[config.mk]
export PLATFORM = sky130hd
export DESIGN_NAME = vote_key_conditioner
export DESIGN_NICKNAME = d
export VERILOG_FILES = /design/src/rtl/vote_key_conditioner.sv
export SDC_FILE = /design/constraint.sdc
export NUM_CORES = 1
export LEC_CHECK = 0
export ABC_AREA = 1
export BUFFER_PORTS_ARGS = -buffer_cell sky130_fd_sc_hd__buf_2
export CAP_MARGIN = 20
export CORE_MARGIN = 3
export CORE_UTILIZATION = 34
export DETAILED_ROUTE_END_ITERATION = 12
export SYNTH_ARGS = -nofsm -noshare
export SYNTH_HDL_FRONTEND = slang
export SYNTH_SLANG_ARGS = --single-unit
[constraint.sdc]
create_clock -name clk -period 0.9 [get_ports clk]
set_input_delay 0.18 -clock clk [delete_from_list [all_inputs] [get_ports clk]]
set_output_delay 0.18 -clock clk [all_outputs]
set_load 0.01 [all_outputs]
[src/rtl/vote_key_conditioner.sv]
// Front end of the 3-input majority voter: synchronises and debounces the
// voter and confirm keys, then toggles and locks the votes a/b/c.
module vote_key_conditioner #(
  parameter int DEB_CYCLES = 20,
  parameter int CNT_W      = 5
) (
  input  logic clk,
  input  logic rst_n,
  input  logic key_a_raw,
  input  logic key_b_raw,
  input  logic key_c_raw,
  input  logic key_ok_raw,
  input  logic clr,
  output logic a,
  output logic b,
  output logic c,
  output logic vote_valid,
  output logic vote_pulse
);

  typedef enum logic {
    COLLECT = 1'b0,
    LOCKED  = 1'b1
  } state_e;

  localparam int NK   = 4;
  localparam int K_OK = 3;
  localparam logic [CNT_W-1:0] CNT_LAST = CNT_W'(DEB_CYCLES - 1);

  logic [NK-1:0]    raw;
  logic [NK-1:0]    sync1_q, sync2_q;
  logic [NK-1:0]    deb_q, deb_d, deb_dly_q;
  logic [CNT_W-1:0] cnt_q [NK];
  logic [CNT_W-1:0] cnt_d [NK];
  logic [NK-1:0]    press;

  state_e     state_q, state_d;
  logic [2:0] vote_q, vote_d;
  logic       valid_q, valid_d;
  logic       pulse_q, pulse_d;

  // Bit order: 0=A, 1=B, 2=C, 3=OK.
  assign raw = {key_ok_raw, key_c_raw, key_b_raw, key_a_raw};

  // Per-key debounce: a level change is accepted only after DEB_CYCLES
  // consecutive synchronised samples disagree with the current level.
  always_comb begin
    for (int k = 0; k < NK; k++) begin
      // NOTE: every always_comb output gets a default first so no path leaves it unassigned (no latch).
      deb_d[k] = deb_q[k];
      cnt_d[k] = '0;
      if (sync2_q[k] != deb_q[k]) begin
        if (cnt_q[k] == CNT_LAST) deb_d[k] = sync2_q[k];
        else                      cnt_d[k] = cnt_q[k] + 1'b1;
      end
    end
  end

  assign press = deb_q & ~deb_dly_q;

  always_ff @(posedge clk or negedge rst_n) begin
    if (!rst_n) begin
      sync1_q   <= '0;
      sync2_q   <= '0;
      deb_q     <= '0;
      deb_dly_q <= '0;
      // NOTE: the counter array is tiny and must restart from zero after reset, so every entry is reset.
      for (int k = 0; k < NK; k++) cnt_q[k] <= '0;
    end else begin
      // NOTE: sequential state uses non-blocking assignments so the synchroniser chain shifts one stage per clock.
      sync1_q   <= raw;
      sync2_q   <= sync1_q;
      deb_q     <= deb_d;
      deb_dly_q <= deb_q;
      for (int k = 0; k < NK; k++) cnt_q[k] <= cnt_d[k];
    end
  end

  // FSM state register.
  always_ff @(posedge clk or negedge rst_n) begin
    if (!rst_n) begin
      state_q <= COLLECT;
      vote_q  <= '0;
      valid_q <= 1'b0;
      pulse_q <= 1'b0;
    end else begin
      state_q <= state_d;
      vote_q  <= vote_d;
      valid_q <= valid_d;
      pulse_q <= pulse_d;
    end
  end

  // Next state: clear beats confirm, confirm beats key presses.
  always_comb begin
    state_d = state_q;
    case (state_q)
      COLLECT: if (!clr && press[K_OK]) state_d = LOCKED;
      LOCKED:  if (clr)                 state_d = COLLECT;
      default:                          state_d = COLLECT;
    endcase
  end

  // Registered outputs; key presses coinciding with confirm are dropped.
  always_comb begin
    vote_d  = vote_q;
    valid_d = (state_d == LOCKED);
    pulse_d = 1'b0;
    case (state_q)
      COLLECT: begin
        if (clr)               vote_d  = '0;
        else if (press[K_OK])  pulse_d = 1'b1;
        else                   vote_d  = vote_q ^ press[2:0];
      end
      LOCKED:  if (clr)        vote_d  = '0;
      default:                 vote_d  = '0;
    endcase
  end

  assign a          = vote_q[0];
  assign b          = vote_q[1];
  assign c          = vote_q[2];
  assign vote_valid = valid_q;
  assign vote_pulse = pulse_q;

endmodule
# Word level (Yosys, flattened, before mapping)
# Cells that the tools add are included.
# classes
mul	0
reduce_logical	7
muxes	18
eq_ne	10
shift	0
bitwise	4
div	0
addsub	4
magnitude_cmp	0
# ops
operator	n
$mux W5	8
$add A5 B1 Y5 const B	4
$eq A5 B5 Y1 const B	4
$reduce_and A2 Y1	5
$mux W3	3
$pmux W3 S2	1
$mux W1	5
$and A4 B4 Y4	1
$ne A1 B1 Y1	4
$not A4 Y4	1
$ne A3 B3 Y1 const B	1
$xor A3 B3 Y3	1
$ne A2 B2 Y1 const B	1
$pmux W1 S2	1
$logic_and A1 B1 Y1	1
$logic_not A1 Y1	1
$not A1 Y1	1
# word_totals
inputBits	7
out_inout_bits	5
reg_bits	41
latchBits	0
ram_bits	0
rom_bits	0
memories	0
wordCells	57

# Longest topological paths before layout
# Gate-level depths: netlist (run 1).
# depth
word_depth	6
ltp_mapped	6
depth_no_buf	6

# Worst setup path after synthesis (run 1)
# Ideal clock, no wire load.
# synth_path
path_type	reg-to-reg
startpoint	reg cnt_q[15] in the netlist's numbering
endpoint	reg cnt_q[18] in the netlist's numbering
arrival_ns	0.936
t_required_ns	0.828
path_buffers	0
stages_incl_launch_ff	5
path_slack_ns	-0.108
setup_ns	0.072
synth_period_minus_slack_ns	1.008
cell_sequence	dfrtp_1 > ha_1 > nand3_1 > nand2_1 > nor2_1
# synth_rtl
item	line	source
start, declared	33	logic [CNT_W-1:0] cnt_q [NK];

# Worst setup path after layout (run 1)
# layout_path
startpoint	reg valid_q (netlist: vote_valid)
endpoint	out vote_valid
# layout_rtl
item	line	source
start, declared	39	logic valid_q, valid_d;
start signal, assigned	89	valid_q <= valid_d;
end, declared	17	output logic vote_valid,
# No word-level cell between the ends.

==> results.md, run 1 <==
- Post-synthesis cell count: approximately 160
- Final Max Tran Viols: 0
- Mean post-synth cell area: 10.3 um2
- P per Cell Area: ~1500 mW/mm2
- Die Ht: between 70 and 80 um
- Unique masters post-synth: 16
- YS warnings: 0
- Worst min path class: primary input to flip-flop
- CP max stage delay: 390 ps
- Least-Margin Pin Slew: 249 ps
- Vias per cell: about 4.6
- Nets: 210
- Initial DRC count: 36
- TritonCTS clock tree: yes
- Met3 GRT Util: 4.05%
- Maxcap violations: 0
- Clock slew at reported path FFs: 70 ps
- Slowest CP cell: dfrtp_1
- Vias in the first global route: 1178
- RSZ-0062 raised after global routing: true
- Status: finished with violations
- DRC viols: 0
- CP required: 720 ps
- Leading cell type in the layout, fill and taps excluded: dfrtp_1
- Tot GR Track Use: 11.9%
- Met2 Use GR: 21.1%
- Largest net degree at the start of global routing: 42
- Antenna violations before repair: 0
- Die W: 74.6 um
- Tcrit/Tclk final: 121%
- Sink Count: 41
- Fin. Hold Viols: 0
- CP Max Fanout: 2
- Area Overhead vs Synth: 46.9%
- Worst-skew pair later-pin latency: 280 ps
- Wire length per cell: 11.7 um
- Routed vias: 1147
- WP data arrival: just over 900 ps
- H-Tree Level Count: 2
- Share of layout cells above drive strength 1: 45.7%
- Max clock buf depth: 2
- Grt met1 use: about 13%
- Failing checks: setup timing
- Antenna-violating nets left: 0
- VDD IR max: 0.000588 V
- CP Capture Type: primary output
- Port Buf Inserts: 11
- Gp weighted congestion: just over 0.7
- Critical path class: flip-flop to primary output
- CP startpoint kind: flip-flop
- Drt pass-1 iters: 2
- Setup WS post-layout: -186 ps
- Cell Chain, Critical Path: buf_6, buf_6
- Clock skew: 2.51 ps
- Clock tree root buffer cell: clkbuf_8
- DIE AREA: around 0.0056 mm2
- Row Count: 24
- Max Freq: approximately 900 MHz
- Core area: 0.00444 mm2
- Critical Path Most Common Cell: buf_6
- Most frequent cells in the layout: dfrtp_1, nor2_1, nor2_2
- Syn Nets: approximately 170
- Grt total ovfl: 0
- DP HPWL: roughly 1.8 mm
- CTS Buf Count: 5
- Final hold slack: a little under 80 ps
- First-pass GRT wire length: 4.97 mm
- Final setup fails: 31
- Most Crowded Layer GR: met2
- Routed WL: 2.95 mm
- Register bit total from synthesis: 41
- Layout Utilization: between 50% and 60%
- Rel. slew slack: 83.4%
- P_leak: around 1.1 nW
- Syn Std Cell Area: 0.00160 mm2
- I/O pin cnt: 12
- Antenna Cells: 0
- Initial core utilization: 36.0%
- Tmin final: 1090 ps
- Sequential area share after synthesis: 64.2%
-- worst paths after layout --
kind                                   endpoint                 start  cells past startpoint  slack [ps]
max in group asynchronous   cnt_q[15]$_DFF_PN0_                 rst_n                      3         300
min reg2reg                sync2_q[3]$_DFF_PN0_  sync1_q[3]$_DFF_PN0_                      0         350
max reg2reg                 cnt_q[16]$_DFF_PN0_  deb_q[0]$_DFFE_PN0P_                      4        -110
min                        vote_valid$_DFF_PN0_                   clr                      2          80
max                                  vote_valid  vote_valid$_DFF_PN0_                      2        -190
min in group asynchronous    cnt_q[8]$_DFF_PN0_                 rst_n                      3         380
-- power by group --
group / internal, W / leakage, nW / switching (W) / total (W)
clock: 0.000608 / 0.0443 / 0.000574 / 0.00118
combinational: 0.000162 / 0.468 / 0.000155 / 0.000317
sequential: 0.00190 / 0.540 / 0.0000641 / 0.00197
-- layout make-up --
class / count / area (um2)
fillers: 397 / 2090
flip-flops and latches: 41 / 1030
multi-input cells: 97 / 803
repair buffers: 37 / 297
clock buffers: 7 / 86.3
inverters: 17 / 68.8
well taps: 52 / 65.1
-- metal layers --
metal / wire length, um / vias to the layer above
li1: - / 565
met1: 1160 / 560
met2: 1640 / 14
met3: 108 / 8
met4: 44 / 0
met5: 0 / -
-- cells by family (layout without fill, tap and decap cells) --
group	count (synthesis)	after routing	synth area share [%]
simple gates	74	74	19.6
flops	41	41	64.2
compound gates	7	7	2.58
xor+xnor	12	12	6.57
fa+ha+maj	4	4	3.13
buf+inv	17	61	3.99
-- registers in the layout (all words and copies together) (netlist names) --
register	cells
cnt_q	20
deb_dly_q	4
deb_q	4
sync1_q	4
sync2_q	4
vote_pulse	1
vote_q	3
vote_valid	1
-- critical path, delay by kind of cell, from the launching register on --
family                 cells  cell delay (ps)
DFF                        1              390
buffers and inverters      2              230
-- cell usage after synthesis --
cell,count,share of area [%]
xor2_1,8,4.4
xnor2_1,4,2.2
a21oi_1,3,0.94
nand2_1,11,2.6
nand3_1,15,4.7
ha_1,4,3.1
o21ai_2,1,0.55
nand4_1,3,1.2
inv_1,17,4.0
nor2_1,41,9.6
nand2_2,2,0.78
o21ai_0,2,0.63
o21a_1,1,0.47
nor2_2,1,0.39
dfrtp_1,41,64
nor3_1,1,0.31
-- metrics by stage --
stage          instances  setup TNS [ps]  power (W)  area [um2]  worst slack (ps)
4_1_cts              248           -2040    0.00349        2210              -200
2_1_floorplan        155           -33.1    0.00212        1710             -15.2
3_5_place_dp         230           -1390    0.00223        1940             -81.4
5_1_grt              251           -3830    0.00363        2350              -226
3_3_place_gp         230            -705    0.00221        1940             -63.3
6_report             251           -2180    0.00347        2350              -186
-- what timing repair did --
| item | CTS | global route |
|---|---|---|
| hold endpoints to repair | 45 | 0 |
| endpoints found under the setup margin | 33 | 34 |
| resized for setup | 23 | 32 |
| pin swaps | 15 | 12 |
| buffers inserted | 6 | 3 |
| hold buffers | 5 | 0 |
(Power assumes the default switching activity.)
==> run 2: changes to the inputs <==
--- a/config.mk
+++ b/config.mk
@@ -8,9 +8,12 @@
 export ABC_AREA = 1
 export BUFFER_PORTS_ARGS = -buffer_cell sky130_fd_sc_hd__buf_2
 export CAP_MARGIN = 20
+export CELL_PAD_IN_SITES_DETAIL_PLACEMENT = 1
+export CELL_PAD_IN_SITES_GLOBAL_PLACEMENT = 1
 export CORE_MARGIN = 3
 export CORE_UTILIZATION = 34
 export DETAILED_ROUTE_END_ITERATION = 12
+export PLACE_DENSITY_LB_ADDON = 0.1
 export SYNTH_ARGS = -nofsm -noshare
 export SYNTH_HDL_FRONTEND = slang
 export SYNTH_SLANG_ARGS = --single-unit
==> run 2 against run 1 <==
The flow still finishes with violations (setup timing). Design area increased by 0.32%. Via count increased by 3.2%. Sequential share of layout area decreased by 0.25 points. Critical path type unchanged. Critical endpoint unchanged. Highest routed layer unchanged.
==> results.md, run 2 (synthesis gave the netlist of run 1 again) <==
- Status: finished with violations
- Failing checks: setup timing
- Setup WS post-layout: -121 ps
- Initial DRC count: 9
- Drt pass-1 iters: 2
- R2R Setup Slk: -110 ps
- RSZ-0062 raised after global routing: true
- PnR Total Power: approximately 0.0035 W
- Fin. Hold Viols: 0
- Max Freq: 980 MHz
- I/O pin cnt: 12
- Sink Count: 41
- Initial core utilization: 36.0%
- Share of layout cells above drive strength 1: 48.0%
- Least-Margin Pin Slew: 228 ps
- Port Buf Inserts: 11
- Fill count: 485
- Routed WL: about 3.3 mm
- Clock skew: 5.54 ps
- Flip-flop count of the largest register after layout: 20
- VDD IR max: 0.000951 V
- Maxcap violations: 0
- Final setup fails: 31
- Crit-path leading delay family: flip-flops
- DRC viols: 0
- Area Overhead vs Synth: 47.4%
- CP Max Fanout: 3
- Routed vias: 1184
- Slowest CP cell: dfrtp_1
- P_leak: ~1.0 nW
- Critical path class: flip-flop to primary output
- Antenna-violating nets left: 0
- Grt total ovfl: 0
- Max clock buf depth: 2
- Tot GR Track Use: a little over an eighth
- CP max stage delay: 410 ps
- Final Max Tran Viols: 0
- Worst min path class: primary input to flip-flop
- Worst path bufs/invs: 1
- Most frequent cells in the layout: dfrtp_1, nor2_2, buf_4
- DIE AREA: 0.00556 mm2
- WP data arrival: 840 ps
- CP required: 720 ps
- DP HPWL: between 2 and 2.5 mm
- H-Tree Level Count: 2
- Core area: about 0.0044 mm2
- Antenna Cells: 0
- CP startpoint kind: flip-flop
- Leading cell type in the layout, fill and taps excluded: dfrtp_1
- Vias in the first global route: 1342
- Wire length per cell: 13.1 um
- Nets: 210
- Vias per cell: 4.70
- P per Cell Area: 1470 mW/mm2
- Tmin final: 1020 ps
- Setup Total Neg Slack: -2160 ps
- Worst-skew pair later-pin latency: between 200 and 300 ps
- Die W: 74.6 um
- Antenna violations before repair: 0
- Rel. slew slack: 84.8%
- Tcrit/Tclk final: 113%
- Final hold slack: 83.9 ps
- CTS Buf Count: 5
- TritonCTS clock tree: yes
- Top reg by flops: cnt_q
- Clock tree root buffer cell: clkbuf_8
- Gp weighted congestion: 0.727
- Clock slew at reported path FFs: about 70 ps
- Die Ht: 74.6 um
- First-pass GRT wire length: 5.71 mm
- Cell Chain, Critical Path: buf_2
- Largest net degree at the start of global routing: 42
- Row Count: 24
- CP Capture Type: primary output
## run 2: cell count changes in the layout (fill, tap and decap cells not counted), sizes merged
cell,before,now
clkbuf,7,8
## run 2: path summary, 6_finish.rpt
kind / start / to / depth (start not counted)
hold reg to reg: sync1_q[2]$_DFF_PN0_ / sync2_q[2]$_DFF_PN0_ / 0
setup reg to reg: cnt_q[0]$_DFF_PN0_ / cnt_q[4]$_DFF_PN0_ / 5
setup / recovery: vote_valid$_DFF_PN0_ / vote_valid / 1
min in group asynchronous: rst_n / cnt_q[8]$_DFF_PN0_ / 3
hold / removal: clr / vote_pulse$_DFF_PN0_ / 2
max in group asynchronous: rst_n / deb_q[3]$_DFFE_PN0P_ / 3
## run 2: routing by layer
layer / wire length [um] / track usage, % / vias up
li1: - / - / 573
met1: 1350 / 15.5 / 592
met2: 1800 / 23.5 / 14
met3: 109 / 3.65 / 5
met4: 48 / 4.15 / 0
met5: 0 / 0 / -
## run 2: per-stage QoR
stage / worst slack (ps) / std cells / utilization [%] / area (um2)
3_3_place_gp: -76.0 / 228 / 43.2 / 1920
5_1_grt: -190 / 252 / 53.0 / 2360
2_1_floorplan: -15.2 / 155 / - / 1710
3_5_place_dp: -118 / 228 / 43.2 / 1920
6_report: -121 / 252 / 53.0 / 2360
4_1_cts: -138 / 250 / 50.6 / 2250
## run 2: area by class of cell
type	count	area, um2	share of cell area, %
Inverter	17	63.8	2.71
Tap cell	52	65.1	2.76
Timing Repair Buffer	37	293	12.4
Clock buffer	8	80.1	3.40
Sequential cell	41	1030	43.6
Multi-Input combinational cell	97	828	35.1
## run 2: report_power, final
part | switching (W) | internal [W]
Combinational | 0.000178 | 0.000187
Clock | 0.000584 | 0.000551
Sequential | 0.0000622 | 0.00190
Total | 0.000824 | 0.00264
## run 2: repair_timing
action	in CTS	in global routing
setup endpoints to repair	33	34
resized for setup	33	27
pin swaps	23	15
endpoints found under the hold margin	45	0
buffers inserted	9	2
hold buffers	5	0
==> run 3: changes to the inputs <==
--- a/config.mk
+++ b/config.mk
@@ -5,7 +5,6 @@
 export SDC_FILE = /design/constraint.sdc
 export NUM_CORES = 1
 export LEC_CHECK = 0
-export ABC_AREA = 1
 export BUFFER_PORTS_ARGS = -buffer_cell sky130_fd_sc_hd__buf_2
 export CAP_MARGIN = 20
 export CELL_PAD_IN_SITES_DETAIL_PLACEMENT = 1
==> run 3 against run 2 <==
The run still ends with setup timing left. Combinational power fell by 5%. Worst hold slack better by 85 ps. Setup slack got worse by 230 ps. Largest cell class unchanged. Largest power group unchanged.
==> results.md, run 3 <==
- Top reg by flops: cnt_q
- Nets: 189
- Area contributors post-synth: dfrtp_1, xor2_1, nor2_1, mux2_1, ha_1
- Comb power frac: a little under a tenth
- RR Startpoint: deb_q[3]$_DFFE_PN0P_
- Die W: between 70 and 80 um
- Largest area contributor in the netlist: dfrtp_1
- RSZ-0062 raised after global routing: true
- Area share of the largest cell type after synthesis: 63.7%
- Critical path class: flip-flop to flip-flop
- Ys async rst share: 100%
- Switching share of power: a little over a fifth
- Tmin final: about 1300 ps
- Antenna Cells: 0
- Routed WL: 3.31 mm
- Syn Nets: 135
- Share of layout cells above drive strength 1: 48.6%
- CP required: 1070 ps
- Sequential area share after synthesis: 63.7%
- Drt pass-1 iters: 3
- Largest net degree at the start of global routing: 42
- YS warnings: 0
- CTS Buf Count: 5
- Reg-to-reg endpoint: vote_q[0]$_DFFE_PN0P_
- Max Freq: 799 MHz
- DP Worst Slack: -355 ps
- Post-synthesis simple-gate area fraction: about 16%
- CP startpoint kind: flip-flop
- Top-count cell post-synth: dfrtp_1
- Tot GR Track Use: between 10% and 20%
- P_leak: 1.16 nW
- Leading cell type in the layout, fill and taps excluded: dfrtp_1
- Main synth FF type: dfrtp_1
- Clock skew: 8.49 ps
- Critical Path End: vote_q[0]$_DFFE_PN0P_
- TritonCTS clock tree: yes
- Least-Margin Pin Slew: 307 ps
- Psw: between 0.0008 and 0.0009 W
- Wire length per cell: 14.3 um
- Failing checks: setup timing
- Syn Std Cell Area: approximately 0.0016 mm2
- Fin. Hold Viols: 0
- P per Cell Area: about 1600 mW/mm2
- Maxcap violations: 0
- Gp weighted congestion: 0.729
- Final Max Tran Viols: 0
- Initial DRC count: 25
- Flip-flop count of the largest register after layout: 20
- Area Overhead vs Synth: 51.7%
- Multiplexer share of the synthesized area: between 4 and 5%
- Grt total ovfl: 0
- Final hold slack: 169 ps
- Row Count: 24
- Layout Utilization: 54.6%
- Status: finished with violations
- Antenna violations before repair: 0
- Core area: about 0.0045 mm2
- Worst min path class: primary input to flip-flop
- Post-synthesis cell count: ~120
- H-Tree Level Count: 2
- Vias in the first global route: around 1200
- EDFF count, synth: 0
- VDD IR max: 0.00109 V
- CP max stage delay: 380 ps
- CP Capture Type: flip-flop
- Initial core utilization: between 30 and 40%
- Worst-skew pair later-pin latency: between 200 and 300 ps
- Routed vias: 1078
- Max clock buf depth: 2
- Rel. slew slack: 79.5%
- Clock slew at reported path FFs: 80 ps
- First-pass GRT wire length: 5.54 mm
- Final setup fails: 34
- Unique masters post-synth: 18
- Register bit total from synthesis: 41
- Clock tree root buffer cell: clkbuf_8
- Crit. Startpoint: deb_q[3]$_DFFE_PN0P_
- Die Ht: 74.8 um
- Setup WS post-layout: -351 ps
- Tcrit/Tclk final: 139%
- Largest family of logic cells by synthesized area: simple AND/OR/NAND/NOR gates
- Slowest CP cell: dfrtp_1
- Int Pwr: 0.00299 W
- DRC viols: 0
- Synth Area in Compound Gates: 2.80%
- Xor and xnor fraction of the mapped netlist area: 8.70%
- WP data arrival: around 1400 ps
- R2R Setup Slk: -350 ps
- Clock network power share: 39.4%
- CP Max Fanout: 5
- Most frequent cells in the layout: dfrtp_1, nor2_1, buf_4
- Mean post-synth cell area: approximately 13 um2
- Area share of fa/ha/maj cells after synthesis: a little over 3%
- Reg2Reg Depth: 3
- I/O pin cnt: 12
- DIE AREA: about 0.0056 mm2
- DP HPWL: 2.13 mm
- Post-synth top cells: dfrtp_1, nor2_1, xor2_1
- Vias per cell: 4.67
- Antenna-violating nets left: 0
- Sink Count: 41
- Port Buf Inserts: 11
- PnR Total Power: 0.00382 W
- Seq pwr share: 51.5%
- Cell Chain, Critical Path: nor2b_4, nor4b_2, mux2_1
## run 3: cell types whose count changed in the layout (fill, tap and decap cells not counted), sizes merged, moves of 4 or more
cell   delta
nor2     -19
buf      +10
nand3     -7
mux2      +7
o31ai     +4
inv      -14
nand2     -9
nor2b     +4
## run 3: cell families after synthesis
| family | Yosys count |
|---|---|
| simple gates | 49 |
| flops | 41 |
| xor+xnor | 16 |
| mux | 7 |
| compound gates | 4 |
| fa+ha+maj | 4 |
| buf+inv | 3 |
## run 3: what timing repair did
item                       4_1_cts  5_1_grt
setup buffers                   10        2
gates resized for setup         24       15
hold buffers                     5        0
pin swaps                       15       13
setup endpoints to repair       32       34
hold endpoints to repair        45        0
## run 3: worst min-delay path by stage
stage,slack (ps),endpoint,cells past startpoint,from
final,170,vote_pulse$_DFF_PN0_,2,clr
after global placement,170,cnt_q[9]$_DFF_PN0_,2,rst_n
after floorplan,-120,cnt_q[0]$_DFF_PN0_,0,rst_n
after detailed placement,170,cnt_q[9]$_DFF_PN0_,2,rst_n
after CTS,150,vote_pulse$_DFF_PN0_,2,clr
after global routing,160,vote_pulse$_DFF_PN0_,2,clr
## run 3: layout make-up
class / instances / area (um2)
fill: 445 / 2030
sequential: 41 / 1030
tap: 52 / 65.1
clock inverter: 2 / 37.5
multi-input combinational: 80 / 826
clock buffer: 6 / 82.6
timing repair buffer: 47 / 393
inverter: 3 / 11.3
## run 3: stage by stage
stage / cells / cell area (um2) / setup TNS, ps
after global placement: 209 / 1990 / -5480
after detailed placement: 209 / 1990 / -6760
final: 231 / 2440 / -7020
after global routing: 231 / 2440 / -8950
after CTS: 231 / 2360 / -6850
after floorplan: 124 / 1700 / -4510
## run 3: power by group through the flow
stage               clock (W)  sequential (W)  combinational (W)
floorplan                   0         0.00198           0.000105
global placement            0         0.00198           0.000241
detailed placement          0         0.00198           0.000255
CTS                   0.00156         0.00196           0.000346
global route          0.00167         0.00197           0.000393
finish                0.00151         0.00197           0.000347
## run 3: worst max-delay path, delay by kind of cell (launching register included)
family	cells	cell delay [ps]
flip-flops	1	380
multiplexers	1	350
AND/OR/NAND/NOR	2	400
## run 3: metal layers
| metal | vias up | track usage (%) | share of wire [%] |
|---|---|---|---|
| li1 | 515 | - | - |
| met1 | 543 | 16.4 | 43 |
| met2 | 15 | 22.3 | 53 |
| met3 | 5 | 4.54 | 2.8 |
| met4 | 0 | 4.74 | 1.2 |
| met5 | - | 0 | 0 |
